<file path="src/rtl/serial_add_pkg.sv">
// Shared types and sizing helpers for the bit-serial adder.
// Optional signed-overflow output is enabled with SERIAL_ADD_OVF_EN.
package serial_add_pkg;

  localparam int DEFAULT_WIDTH = 8;

  typedef enum logic [1:0] {
    IDLE = 2'd0,
    RUN  = 2'd1,
    DONE = 2'd2
  } state_t;

  // Bit-counter width for a given operand width (WIDTH >= 2).
  function automatic int cnt_width(input int width);
    return (width < 2) ? 1 : $clog2(width);
  endfunction

  localparam int CNT_W = cnt_width(DEFAULT_WIDTH);

endpackage

</file>
<file path="src/rtl/full_adder.sv">
// Single-bit full adder cell, reused once per bit by the serial adder.
module full_adder (
  input  logic a,
  input  logic b,
  input  logic cin,
  output logic s,
  output logic cout
);

  assign s    = a ^ b ^ cin;
  assign cout = (a & b) | (a & cin) | (b & cin);

endmodule

</file>
<file path="src/rtl/bit_serial_adder.sv">
// LSB-first bit-serial adder: one full_adder cell, registered carry loop.
// Build with SERIAL_ADD_OVF_EN to add the out_ovf signed-overflow output.
module bit_serial_adder
  import serial_add_pkg::*;
#(
  parameter int WIDTH = DEFAULT_WIDTH
) (
  input  logic             clk,
  input  logic             rst_n,
  input  logic             in_valid,
  output logic             in_ready,
  input  logic [WIDTH-1:0] in_a,
  input  logic [WIDTH-1:0] in_b,
  input  logic             in_cin,
  output logic             out_valid,
  input  logic             out_ready,
  output logic [WIDTH-1:0] out_sum,
  output logic             out_cout,
`ifdef SERIAL_ADD_OVF_EN
  output logic             out_ovf,
`endif
  output state_t           dbg_state
);

  // Handshakes: a transfer happens on a rising edge where valid && ready are
  // both high; valid never waits on ready, and the producer holds its data
  // stable while valid is high and ready is low.

  localparam int                     CNT_BITS = cnt_width(WIDTH);
  localparam logic [CNT_BITS-1:0]    CNT_LAST = CNT_BITS'(WIDTH - 1);

  state_t              state, state_nxt;
  logic [CNT_BITS-1:0] cnt;
  logic                carry;
  logic [WIDTH-1:0]    a_sh, b_sh, res;
  logic                fa_s, fa_c;
`ifdef SERIAL_ADD_OVF_EN
  logic                c_msb_in;
`endif

  full_adder u_fa (
    .a    (a_sh[0]),
    .b    (b_sh[0]),
    .cin  (carry),
    .s    (fa_s),
    .cout (fa_c)
  );

  always_ff @(posedge clk) begin
    if (!rst_n) begin
      state    <= IDLE;
      cnt      <= '0;
      carry    <= 1'b0;
      a_sh     <= '0;
      b_sh     <= '0;
      res      <= '0;
`ifdef SERIAL_ADD_OVF_EN
      c_msb_in <= 1'b0;
`endif
    end else begin
      state <= state_nxt;
      case (state)
        IDLE: begin
          if (in_valid) begin
            a_sh  <= in_a;
            b_sh  <= in_b;
            carry <= in_cin;
            cnt   <= '0;
          end
        end
        RUN: begin
          // Sum bits enter at the MSB so the LSB lands at bit 0 after WIDTH shifts.
          res   <= {fa_s, res[WIDTH-1:1]};
          carry <= fa_c;
          a_sh  <= a_sh >> 1;
          b_sh  <= b_sh >> 1;
          cnt   <= cnt + 1'b1;
`ifdef SERIAL_ADD_OVF_EN
          if (cnt == CNT_LAST) c_msb_in <= carry;
`endif
        end
        default: ;
      endcase
    end
  end

  always_comb begin
    state_nxt = state;
    case (state)
      IDLE:    if (in_valid)       state_nxt = RUN;
      RUN:     if (cnt == CNT_LAST) state_nxt = DONE;
      DONE:    if (out_ready)      state_nxt = IDLE;
      default:                     state_nxt = IDLE;
    endcase
  end

  // Outputs are forced low while reset is asserted, even before the first edge.
  assign in_ready  = rst_n && (state == IDLE);
  assign out_valid = rst_n && (state == DONE);
  assign out_sum   = out_valid ? res : '0;
  assign out_cout  = out_valid & carry;
`ifdef SERIAL_ADD_OVF_EN
  assign out_ovf   = out_valid & (c_msb_in ^ carry);
`endif
  assign dbg_state = state;

endmodule

</file>
<file path="config.mk">
export PLATFORM = sky130hd
export DESIGN_NAME = bit_serial_adder
export DESIGN_NICKNAME = d
export VERILOG_FILES = /design/src/rtl/serial_add_pkg.sv /design/src/rtl/full_adder.sv /design/src/rtl/bit_serial_adder.sv
export SDC_FILE = /design/constraint.sdc
export NUM_CORES = 1
export LEC_CHECK = 0
export ABC_AREA = 1
export CAP_MARGIN = 5
export CORE_MARGIN = 3
export CORE_UTILIZATION = 49
export CTS_CLUSTER_SIZE = 40
export DETAILED_ROUTE_END_ITERATION = 8
export PLACE_DENSITY = 0.89
export SYNTH_ARGS = -nofsm -noshare
export SYNTH_HDL_FRONTEND = slang
export SYNTH_SLANG_ARGS = --single-unit
</file>
<file path="constraint.sdc">
create_clock -name clk -period 1.5 [get_ports clk]
set_clock_uncertainty 0.15 [all_clocks]
set_input_delay 0.3 -clock clk [delete_from_list [all_inputs] [get_ports clk]]
set_output_delay 0.3 -clock clk [all_outputs]
set_load 0.02 [all_outputs]
</file>
Word level (Yosys, flattened, before mapping). Cells that the tools add are included.

Multiplexer cells: 13. Reduce and logical (&&, ||, !) cells: 6. Add/sub/neg operators: 1. Bitwise operators: 8. Equal/unequal tests: 6.

Operator list (number): $pmux 8 s2 (2); $mux 8 (3); $mux 2 (3); $ne 2x2->1 const B (3); $pmux 2 s3 (1); $pmux 3 s2 (1); $and 1x1->1 (4); $add 3x1->3 const B (1); $eq 3x3->1 const B (1); $mux 3 (1); $reduce_and 3->1 (1); $eq 2x1->1 const B (1); $eq 2x2->1 const B (1); $logic_and 1x1->1 (2); $logic_not 2->1 (1); $or 1x1->1 (2); $pmux 1 s2 (1); $reduce_and 2->1 (1); $reduce_bool 2->1 (1); $xor 1x1->1 (2); $mux 1 (1).

Output and inout port bits: 13. Logic and storage cells: 40. Flip-flop bits (word level): 30. Input port bits: 21.

Logic depth before layout (Yosys ltp). Gate-level depths: netlist (run 1).

Depth after elaboration: 4. Gate-level depth with buffers: 6. Depth with buffers taken out: 5.

Modules after synthesis. A second synthesis (run 1) with hierarchy kept.

Cells, all modules: 232. Area, all modules: 1549.0 um2.

Modules (own cells, without submodules): bit_serial_adder (seq. area each 600.6 um2, cells each 231, area each 1529.0 um2, times used 1); full_adder (seq. area each 0.0 um2, cells each 1, area each 20.0 um2, times used 1).

Least setup slack after synthesis (run 1). No wires, ideal clock.

Path kind: reg-to-output. Start point: register state[0], in the netlist dbg_state[0]. End point: output in_ready. Path slack: -0.199 ns. Arrival: 1.249 ns. Stages on the path, launching flop included: 4. Buffers on the path: 2. Required time: 1.050 ns. Cell sequence: dfxtp_1 -> buf_4 -> buf_4 -> nor3_1.

Longest elaborated chain between the ends: 2.

Ends and longest elaborated chain: from (decl) (line bit_serial_adder.sv:32) `state_t state, state_nxt;`; from (signal assigned) (line bit_serial_adder.sv:61) `state <= state_nxt;`; $logic_not 2->1 (line bit_serial_adder.sv:98) `assign in_ready = rst_n && (state == IDLE);`; $logic_and 1x1->1 (line bit_serial_adder.sv:98); to (decl) (line bit_serial_adder.sv:11) `output logic in_ready,`.

No other way between the ends.

Worst setup path after layout (run 1).
Start point: register state[0], in the netlist dbg_state[0]. End point: output out_sum[5].

Longest elaborated chain between the ends: 3.

Ends and longest elaborated chain: $eq 2x2->1 (line bit_serial_adder.sv:99) `assign out_valid = rst_n && (state == DONE);`; $logic_and 1x1->1 (line bit_serial_adder.sv:99); $mux 8 (line bit_serial_adder.sv:100) `assign out_sum = out_valid ? res : '0;`; to (decl) (line bit_serial_adder.sv:17) `output logic [WIDTH-1:0] out_sum,`.

No other way between the ends.

==> impl_metrics.json, run 1 <==
{
  "fin_ws_ns": -0.140,
  "fmax_mhz": 610,
  "tightest_slew_ns": 0.259,
  "synth_area_um2": 1490,
  "yosysWarnings": 0,
  "vdd_drop_max_uv": 710,
  "diodes": 0,
  "pwr_density_cell_nw_per_um2": 827,
  "stdcell_area_um2": 2190,
  "ios": 34,
  "die_area_um2": 3740,
  "place.gp.congestion": 0.768,
  "grt_setup_unrepaired": "true",
  "outcome": "finished with violations",
  "grt_start_max_net_pins": 31,
  "io_buffer_count": 33,
  "finalWirelength_um": 3840,
  "cts_buffers": 5,
  "drive_above_1_share_pct": 21.5,
  "synthArstFlopShare_pct": 0,
  "drc": 0,
  "cp_max_fo": 5,
  "stdcell_count": 315,
  "htreeDepth": 2,
  "synth_edf_count": 0,
  "period_needed_ns": 1.64,
  "placed_area_um2": 1960,
  "critPathCaptureType": "output pin",
  "drt_iter0_markers": 85,
  "grt_pass1_vias": 1290,
  "synth_area_leaders": "dfxtp_1, nand2_1, inv_1, a21oi_1, nor2_1",
  "syn_to_final_growth_pct": 46.9,
  "hpwl_um": 2360,
  "clkLatencyLatePin_ns": 0.33,
  "numClockSinks": 30,
  "die_y_um": 61.1,
  "synthCells": 232,
  "synth-seq-cells": 30,
  "finalCritPeriodShare_pct": 109,
  "violations": "negative setup slack",
  "slew_violations": 0,
  "multi_input_area_um2": 726,
  "via_per_inst": 4.95,
  "initial_core_util_pct": 52.7,
  "yosysSeqAreaShare_pct": 40.3,
  "clk_pin_slew_ns": 0.10,
  "core_area_um2": 2830,
  "setup_viol": 11,
  "syn_nets": 256,
  "drt_first_pass_iters": 5,
  "vias": 1558,
  "yosysMostFrequentCell": "nand2_1",
  "avgRoutedWirePerCell_um": 12.2,
  "antenna_found_initial": 0,
  "grtUsageTotal_pct": 20.3,
  "slew-limit-headroom_pct": 82.7,
  "pre_cts_ws_ns": -0.794,
  "cts_tree": "built",
  "maxCapViolCount": 0,
  "synth_common_cells": "nand2_1, inv_1, dfxtp_1",
  "grt_pass1_wl_um": 5550,
  "layout.nets": 307,
  "hold_viol_final": 0,
  "synth_top_cell_area_share_pct": 40.3,
  "synth-main-ff-cell": "dfxtp_1",
  "ant_nets": 0,
  "hold_path.class": "register to register",
  "cts_root_buffer": "clkbuf_4",
  "critPathLaunchType": "register",
  "synth_cell_types": 14,
  "clk_path_buf_depth": 2,
  "dpl.cell_count": 302,
  "worstSetupPathType": "register to output pin",
  "nFillCells": 185,
  "utilization_pct": 77.4,
  "avgSynthCellArea_um2": 6.42,
  "rows": 19,
  "arrival_ns": 1.19,
  "p_leak_nw": 1.06,
  "yosysTopAreaCell": "dfxtp_1",
  "cp.required_ns": 1.05,
  "grt_overflow": 0,
  "final-seq-area_um2": 603,
  "dieWidth_um": 61.1
}
-- repair_timing --
action | in CTS | in global routing
setup endpoints to repair | 13 | 34
cloned | 1 | 3
hold buffers | 0 | 0
pin swaps | 2 | 3
buffers inserted | 0 | 1
resized for setup | 87 | 9
-- layout make-up --
type,instances,share of cell area [%]
Multi-Input combinational cell,143,33.2
Sequential cell,30,27.6
Timing Repair Buffer,56,26.7
Inverter,47,8.06
Clock buffer,7,2.52
Tap cell,31,1.77
Clock inverter,1,0.229
-- critical path, stage by stage, from the launching register on --
cell and delay [ns]:
dfxtp_2 0.34, inv_2 0.06, nand3_4 0.08, buf_8 0.16
nor2_2 0.09, buf_6 0.12
-- report_power, final --
group          total (mW)  internal [mW]  switching [mW]
Sequential          0.887          0.860          0.0273
Clock               0.508          0.227           0.281
Combinational       0.415          0.200           0.215
-- path summary, 6_finish.rpt --
path	slack [ns]	cells past startpoint	start	endpoint
max reg2reg	0.02	6	carry$_SDFFE_PN0P_	carry$_SDFFE_PN0P_
min reg2reg	0.31	2	a_sh[7]$_SDFFE_PN0P_	a_sh[7]$_SDFFE_PN0P_
max	-0.14	5	dbg_state[0]$_SDFFE_PN0P_	out_sum[5]
min	0.31	2	a_sh[7]$_SDFFE_PN0P_	a_sh[7]$_SDFFE_PN0P_
-- layer usage --
| metal | global-route usage [%] | routed length [um] | vias to the layer above |
|---|---|---|---|
| li1 | - | - | 790 |
| met1 | 24.0 | 1540 | 704 |
| met2 | 35.2 | 2000 | 57 |
| met3 | 5.66 | 256 | 7 |
| met4 | 6.81 | 48 | 0 |
| met5 | 0 | 0 | - |
-- cells in the final DEF (no fill, tap or decap), drive strengths merged --
cell and n:
nand2 69, inv 47, buf 34, dfxtp 30, nor2 28, a21oi 27, clkdlybuf4s50 19, o21ai 11
clkbuf 9, nand3 4, ha 2, nor3 1, fa 1, clkinv 1, dlygate4sd2 1
-- metrics by stage --
| stage | setup TNS, ns | hold slack [ns] | power, mW |
|---|---|---|---|
| 3_3_place_gp | -9.75 | 0.297 | 1.24 |
| 4_1_cts | -1.33 | 0.316 | 1.76 |
| 5_1_grt | -2.15 | 0.326 | 1.90 |
| 2_1_floorplan | 0 | 0.261 | 1.12 |
| 6_report | -1.29 | 0.315 | 1.81 |
| 3_5_place_dp | -10.90 | 0.306 | 1.26 |
-- sequential cells by signal, indices dropped and copies added, names as in the netlist --
signal and flops:
b_sh 8, a_sh 8, dbg_state 2, res 8, cnt 3, carry 1
-- kinds of logic after synthesis --
family,synth area share [%]
buf+inv,17.0
fa+ha+maj,3.02
simple gates,26.1
compound gates,13.5
flops,40.3
No activity file was read; power rests on OpenSTA's default activity.
==> run 2, diff against run 1 <==
--- a/config.mk
+++ b/config.mk
@@ -8,10 +8,11 @@
 export ABC_AREA = 1
 export CAP_MARGIN = 5
 export CORE_MARGIN = 3
-export CORE_UTILIZATION = 49
+export CORE_UTILIZATION = 51
+export CTS_BUF_LIST = sky130_fd_sc_hd__clkbuf_8
 export CTS_CLUSTER_SIZE = 40
 export DETAILED_ROUTE_END_ITERATION = 8
-export PLACE_DENSITY = 0.89
+export PLACE_DENSITY = 0.92
 export SYNTH_ARGS = -nofsm -noshare
 export SYNTH_HDL_FRONTEND = slang
 export SYNTH_SLANG_ARGS = --single-unit
==> run 2 against run 1 <==
Compared with the run above:
- the run still ends with negative setup slack left
- maximum frequency is 0.35% higher
- sequential share of layout area is 0.55 points higher
- register-to-register slack better by 0.05 ns
- critical endpoint is now out_cout
- highest routed layer unchanged
==> impl_metrics.json, run 2 (synthesized netlist as in run 1, its figures left out) <==
{
  "tightest_slew_ns": 0.251,
  "dpl.cell_count": 299,
  "stdcell_area_um2": 2150,
  "fin_ws_ns": -0.134,
  "use_met2_pct": 41.5,
  "drt_first_pass_iters": 4,
  "p_sw_uw": 512,
  "critPathCaptureType": "output pin",
  "hold_path.class": "register to register",
  "reg_top3": "a_sh: 8 flops, b_sh: 8 flops, res: 8 flops",
  "initial_core_util_pct": 56.6,
  "syn_to_final_growth_pct": 44.6,
  "cts_buffers": 5,
  "drive_above_1_share_pct": 19.8,
  "numClockSinks": 30,
  "met1_usage_pct": 27.7,
  "pwr_density_cell_nw_per_um2": 854,
  "p_int_mw": 1.33,
  "finalCritPeriodShare_pct": 109,
  "grt_pass1_vias": 1409,
  "grtUsageTotal_pct": 24.1,
  "finalWirelength_um": 3860,
  "via_per_inst": 4.87,
  "mostFrequentLayoutCells": "nand2_1, inv_1, dfxtp_1",
  "avgRoutedWirePerCell_um": 12.5,
  "setup_viol": 10,
  "period_needed_ns": 1.63,
  "worstSetupPathType": "register to output pin",
  "clkPwrFrac_pct": 31.7,
  "critPathLaunchType": "register",
  "core_area_um2": 2640,
  "diodes": 0,
  "placed_area_um2": 1950,
  "vias": 1499,
  "cp_max_fo": 5,
  "drt_iter0_markers": 87,
  "outcome": "finished with violations",
  "drc": 0,
  "power_mw": 1.84,
  "fmax_mhz": 612,
  "use_met3_pct": 7.78,
  "dieWidth_um": 60.1,
  "grt_overflow": 0,
  "arrival_ns": 1.18,
  "grt_pass1_wl_um": 6220,
  "cts_root_buffer": "clkbuf_8",
  "ant_nets": 0,
  "nFillCells": 170,
  "vdd_drop_max_uv": 866,
  "slew_violations": 0,
  "rows": 18,
  "p_leak_nw": 1.03,
  "hpwl_um": 2400,
  "seqPwrFrac_pct": 48.1,
  "power_frac_comb_pct": 20.1,
  "layout.nets": 302,
  "antenna_found_initial": 0,
  "p_sw_share_pct": 27.8,
  "ios": 34,
  "cts_hold_buf": 0,
  "io_buffer_count": 33,
  "cp.required_ns": 1.05,
  "final_common_cell": "nand2_1",
  "slew-limit-headroom_pct": 83.2,
  "htreeDepth": 2,
  "stdcell_count": 308,
  "place.gp.congestion": 0.782,
  "clk_pin_slew_ns": 0.06,
  "die_y_um": 60.1,
  "grt_setup_unrepaired": "true",
  "maxCapViolCount": 0,
  "cts_tree": "built",
  "busiest_layer": "met2",
  "multi_input_area_um2": 727,
  "clkLatencyLatePin_ns": 0.28,
  "final-seq-area_um2": 606,
  "clk_path_buf_depth": 2,
  "grt_start_max_net_pins": 27,
  "die_area_um2": 3610,
  "violations": "negative setup slack",
  "hold_viol_final": 0
}
==> run 2: cell count changes in the layout (fill, tap and decap cells not counted), sizes merged <==
| cell | previous run | this run |
|---|---|---|
| clkdlybuf4s15 | 0 | 1 |
| dlygate4sd2 | 1 | 0 |
| clkbuf | 9 | 6 |
| buf | 34 | 30 |
| inv | 47 | 48 |
==> run 2: cell type report <==
class / instances / share of cell area [%]
clock buffers: 5 / 3.19
well taps: 30 / 1.74
clock inverters: 2 / 0.348
inverters: 47 / 8.42
multi-input cells: 143 / 33.7
repair buffers: 51 / 24.4
flip-flops and latches: 30 / 28.1
==> run 2: layer usage <==
metal,share of wire [%],vias to the layer above
met1,41,680
met2,53,31
met5,0,-
met3,4.0,9
li1,-,779
met4,1.8,0
==> run 2: final timing paths <==
path                                                start              endpoint  slack (ns)  cells past startpoint
worst max-delay path            dbg_state[0]$_SDFFE_PN0P_              out_cout       -0.13                      5
worst max register to register         carry$_SDFFE_PN0P_   res[7]$_SDFFE_PN0N_        0.07                      4
worst min-delay path                 a_sh[7]$_SDFFE_PN0P_  a_sh[7]$_SDFFE_PN0P_        0.32                      2
worst min register to register       a_sh[7]$_SDFFE_PN0P_  a_sh[7]$_SDFFE_PN0P_        0.32                      2
==> run 2: critical path: stages (launching register included) <==
cell and delay [ns]:
dfxtp_2 0.32, inv_2 0.07, nand3_4 0.11, buf_8 0.18
nor2_4 0.10, buf_6 0.12
==> run 2: power by group through the flow <==
stage	clock network [mW]	registers [mW]	logic (mW)
after floorplan	0	0.901	0.219
after global placement	0	0.899	0.339
after detailed placement	0	0.903	0.349
after CTS	0.590	0.887	0.357
after global routing	0.636	0.892	0.420
final	0.584	0.886	0.371
==> run 2: timing repair <==
action,in CTS,in global routing
cloned,1,0
buffers inserted,1,0
setup endpoints to repair,13,30
resized for setup,86,14
pin swaps,1,1
==> run 2: per-stage QoR <==
| stage | hold slack, ns | setup WS [ns] | util, % | setup TNS [ns] |
|---|---|---|---|---|
| after floorplan | 0.261 | 0.0142 | - | 0 |
| after global placement | 0.297 | -0.712 | 74.2 | -9.92 |
| after detailed placement | 0.316 | -0.757 | 74.2 | -10.81 |
| after CTS | 0.326 | -0.105 | 80.2 | -0.935 |
| after global routing | 0.330 | -0.180 | 81.8 | -1.62 |
| final | 0.319 | -0.134 | 81.8 | -1.12 |
==> run 3, diff against run 2 <==
--- a/config.mk
+++ b/config.mk
@@ -7,6 +7,7 @@
 export LEC_CHECK = 0
 export ABC_AREA = 1
 export CAP_MARGIN = 5
+export CORE_ASPECT_RATIO = 2
 export CORE_MARGIN = 3
 export CORE_UTILIZATION = 51
 export CTS_BUF_LIST = sky130_fd_sc_hd__clkbuf_8
==> run 3 against run 2 <==
Compared with the run above:
- the flow still finishes with violations (negative setup slack)
- via count up 26%
- die area up 1.1%
- hold slack better by 0.035 ns
- critical path depth unchanged
- register-to-register slack worse by 0.28 ns
- utilization up 10 points
- setup slack worse by 0.14 ns
- maximum frequency down 7.9%
- clock-buffer cell count unchanged
- final area up 18%
- first-iteration DRC count up 69%
- combinational power up 61%
- critical path type unchanged
- largest cell class unchanged
- largest power group unchanged
- highest routed layer unchanged
==> impl_metrics.json, run 3 (synthesized netlist as in run 1, its figures left out) <==
{
  "dpl.cell_count": 299,
  "worst_r2r_path_depth": 6,
  "arrival_ns": 1.32,
  "htreeDepth": 2,
  "use_met3_pct": 7.16,
  "mostFrequentLayoutCells": "nand2_1, inv_1, dfxtp_1",
  "io_buffer_count": 33,
  "met1_usage_pct": 27.1,
  "fmax_mhz": 564,
  "die_area_um2": 3650,
  "grt_pass1_wl_um": 7250,
  "pwr_density_cell_nw_per_um2": 924,
  "initial_core_util_pct": 53.8,
  "finalCritPeriodShare_pct": 118,
  "drc": 0,
  "numClockSinks": 30,
  "stdcell_area_um2": 2550,
  "final_common_cell": "nand2_1",
  "rr_startpoint": "dbg_state[1]$_SDFFE_PN0P_",
  "layout.nets": 318,
  "slew-limit-headroom_pct": 72.2,
  "via_per_inst": 5.85,
  "placed_area_um2": 1960,
  "use_met2_pct": 52.9,
  "stdcell_count": 324,
  "busiest_layer": "met2",
  "hold_path_depth": 2,
  "grt_pass1_vias": 1528,
  "cp_max_fo": 5,
  "die_y_um": 82.4,
  "period_needed_ns": 1.77,
  "critPathLaunchType": "register",
  "tightest_slew_ns": 0.417,
  "min_to": "a_sh[7]$_SDFFE_PN0P_",
  "clk_path_buf_depth": 2,
  "critPathCaptureType": "output pin",
  "syn_to_final_growth_pct": 71.1,
  "regToRegSetupSlack_ns": -0.21,
  "vias": 1894,
  "antenna_found_initial": 0,
  "worstSetupPathType": "register to output pin",
  "cp.required_ns": 1.05,
  "vdd_drop_max_uv": 1040,
  "maxCapViolCount": 0,
  "fin_ws_ns": -0.274,
  "ant_nets": 0,
  "clk_pin_slew_ns": 0.07,
  "hpwl_um": 2550,
  "slew_violations": 0,
  "reg2reg_to": "res[1]$_SDFFE_PN0N_",
  "core_area_um2": 2770,
  "finalWirelength_um": 7290,
  "outcome": "finished with violations",
  "cts_hold_buf": 0,
  "cts_buffers": 5,
  "final-seq-area_um2": 606,
  "hold_path.class": "register to register",
  "cts_root_buffer": "clkbuf_8",
  "setup_viol": 35,
  "place.gp.congestion": 0.769,
  "clkLatencyLatePin_ns": 0.31,
  "grt_start_max_net_pins": 34,
  "p_leak_nw": 1.20,
  "hold_viol_final": 0,
  "pre_cts_ws_ns": -0.794,
  "avgRoutedWirePerCell_um": 22.5,
  "reg_top3": "a_sh: 8 flops, b_sh: 8 flops, res: 8 flops",
  "violations": "negative setup slack",
  "drt_iter0_markers": 147,
  "multi_input_area_um2": 823,
  "drt_first_pass_iters": 5,
  "diodes": 0,
  "grt_overflow": 0,
  "grt_setup_unrepaired": "true",
  "rows": 27,
  "nFillCells": 92,
  "cts_tree": "built",
  "drive_above_1_share_pct": 33.6,
  "ios": 34,
  "min_from": "a_sh[7]$_SDFFE_PN0P_",
  "dieWidth_um": 44.2,
  "grtUsageTotal_pct": 28.7
}
run 3: cell count changes in the layout (fill, tap and decap cells not counted), sizes merged:
cell	delta
buf	+12
clkbuf	+5
inv	-2
bufinv	+1
clkdlybuf4s15	-1
clkinv	+1
clkinvlp	+1
run 3: per-layer routing:
layer	part of all wire [%]	routed length, um
met1	32	2310
met2	51	3710
met3	9.2	670
met4	8.2	598
met5	0	0
run 3: cell type report:
type	instances	area share, %
inverters	47	7.16
well taps	29	1.42
repair buffers	67	31.1
flip-flops and latches	30	23.7
clock inverters	3	1.57
clock buffers	5	2.70
multi-input cells	143	32.3
run 3: how the worst max path moves through the flow:
stage                                    from    endpoint  slack (ns)
floorplan           dbg_state[0]$_SDFFE_PN0P_    out_cout        0.01
global placement                        rst_n  out_sum[6]       -0.72
detailed placement                      rst_n  out_sum[6]       -0.79
CTS                 dbg_state[0]$_SDFFE_PN0P_  out_sum[2]       -0.11
global route        dbg_state[0]$_SDFFE_PN0P_  out_sum[3]       -0.29
finish              dbg_state[0]$_SDFFE_PN0P_  out_sum[3]       -0.27
run 3: what timing repair did:
action	in CTS	in global routing
endpoints found under the setup margin	38	24
gates cloned	2	6
resized for setup	92	51
pin swaps	0	14
setup buffers	2	7
run 3: power by group:
part / leakage (nW) / switching, mW / internal (mW)
clock network: 0.0579 / 0.369 / 0.489
logic: 0.897 / 0.326 / 0.273
registers: 0.249 / 0.0394 / 0.858
total: 1.20 / 0.735 / 1.62
run 3: critical path, stage by stage (launching register included):
cell and delay [ns]:
dfxtp_2 0.33, inv_2 0.10, nand3_4 0.14, buf_8 0.18, nor2_2 0.11, buf_4 0.16
run 3: stage by stage:
stage	util (%)	TNS, ns	hold WS [ns]	total power [mW]
5_1_grt	92.1	-5.54	0.364	2.42
2_1_floorplan	-	0	0.261	1.12
3_5_place_dp	70.8	-11.24	0.308	1.27
4_1_cts	79.6	-1.07	0.325	2.10
3_3_place_gp	70.8	-10.20	0.297	1.24
6_report	92.1	-4.35	0.354	2.36
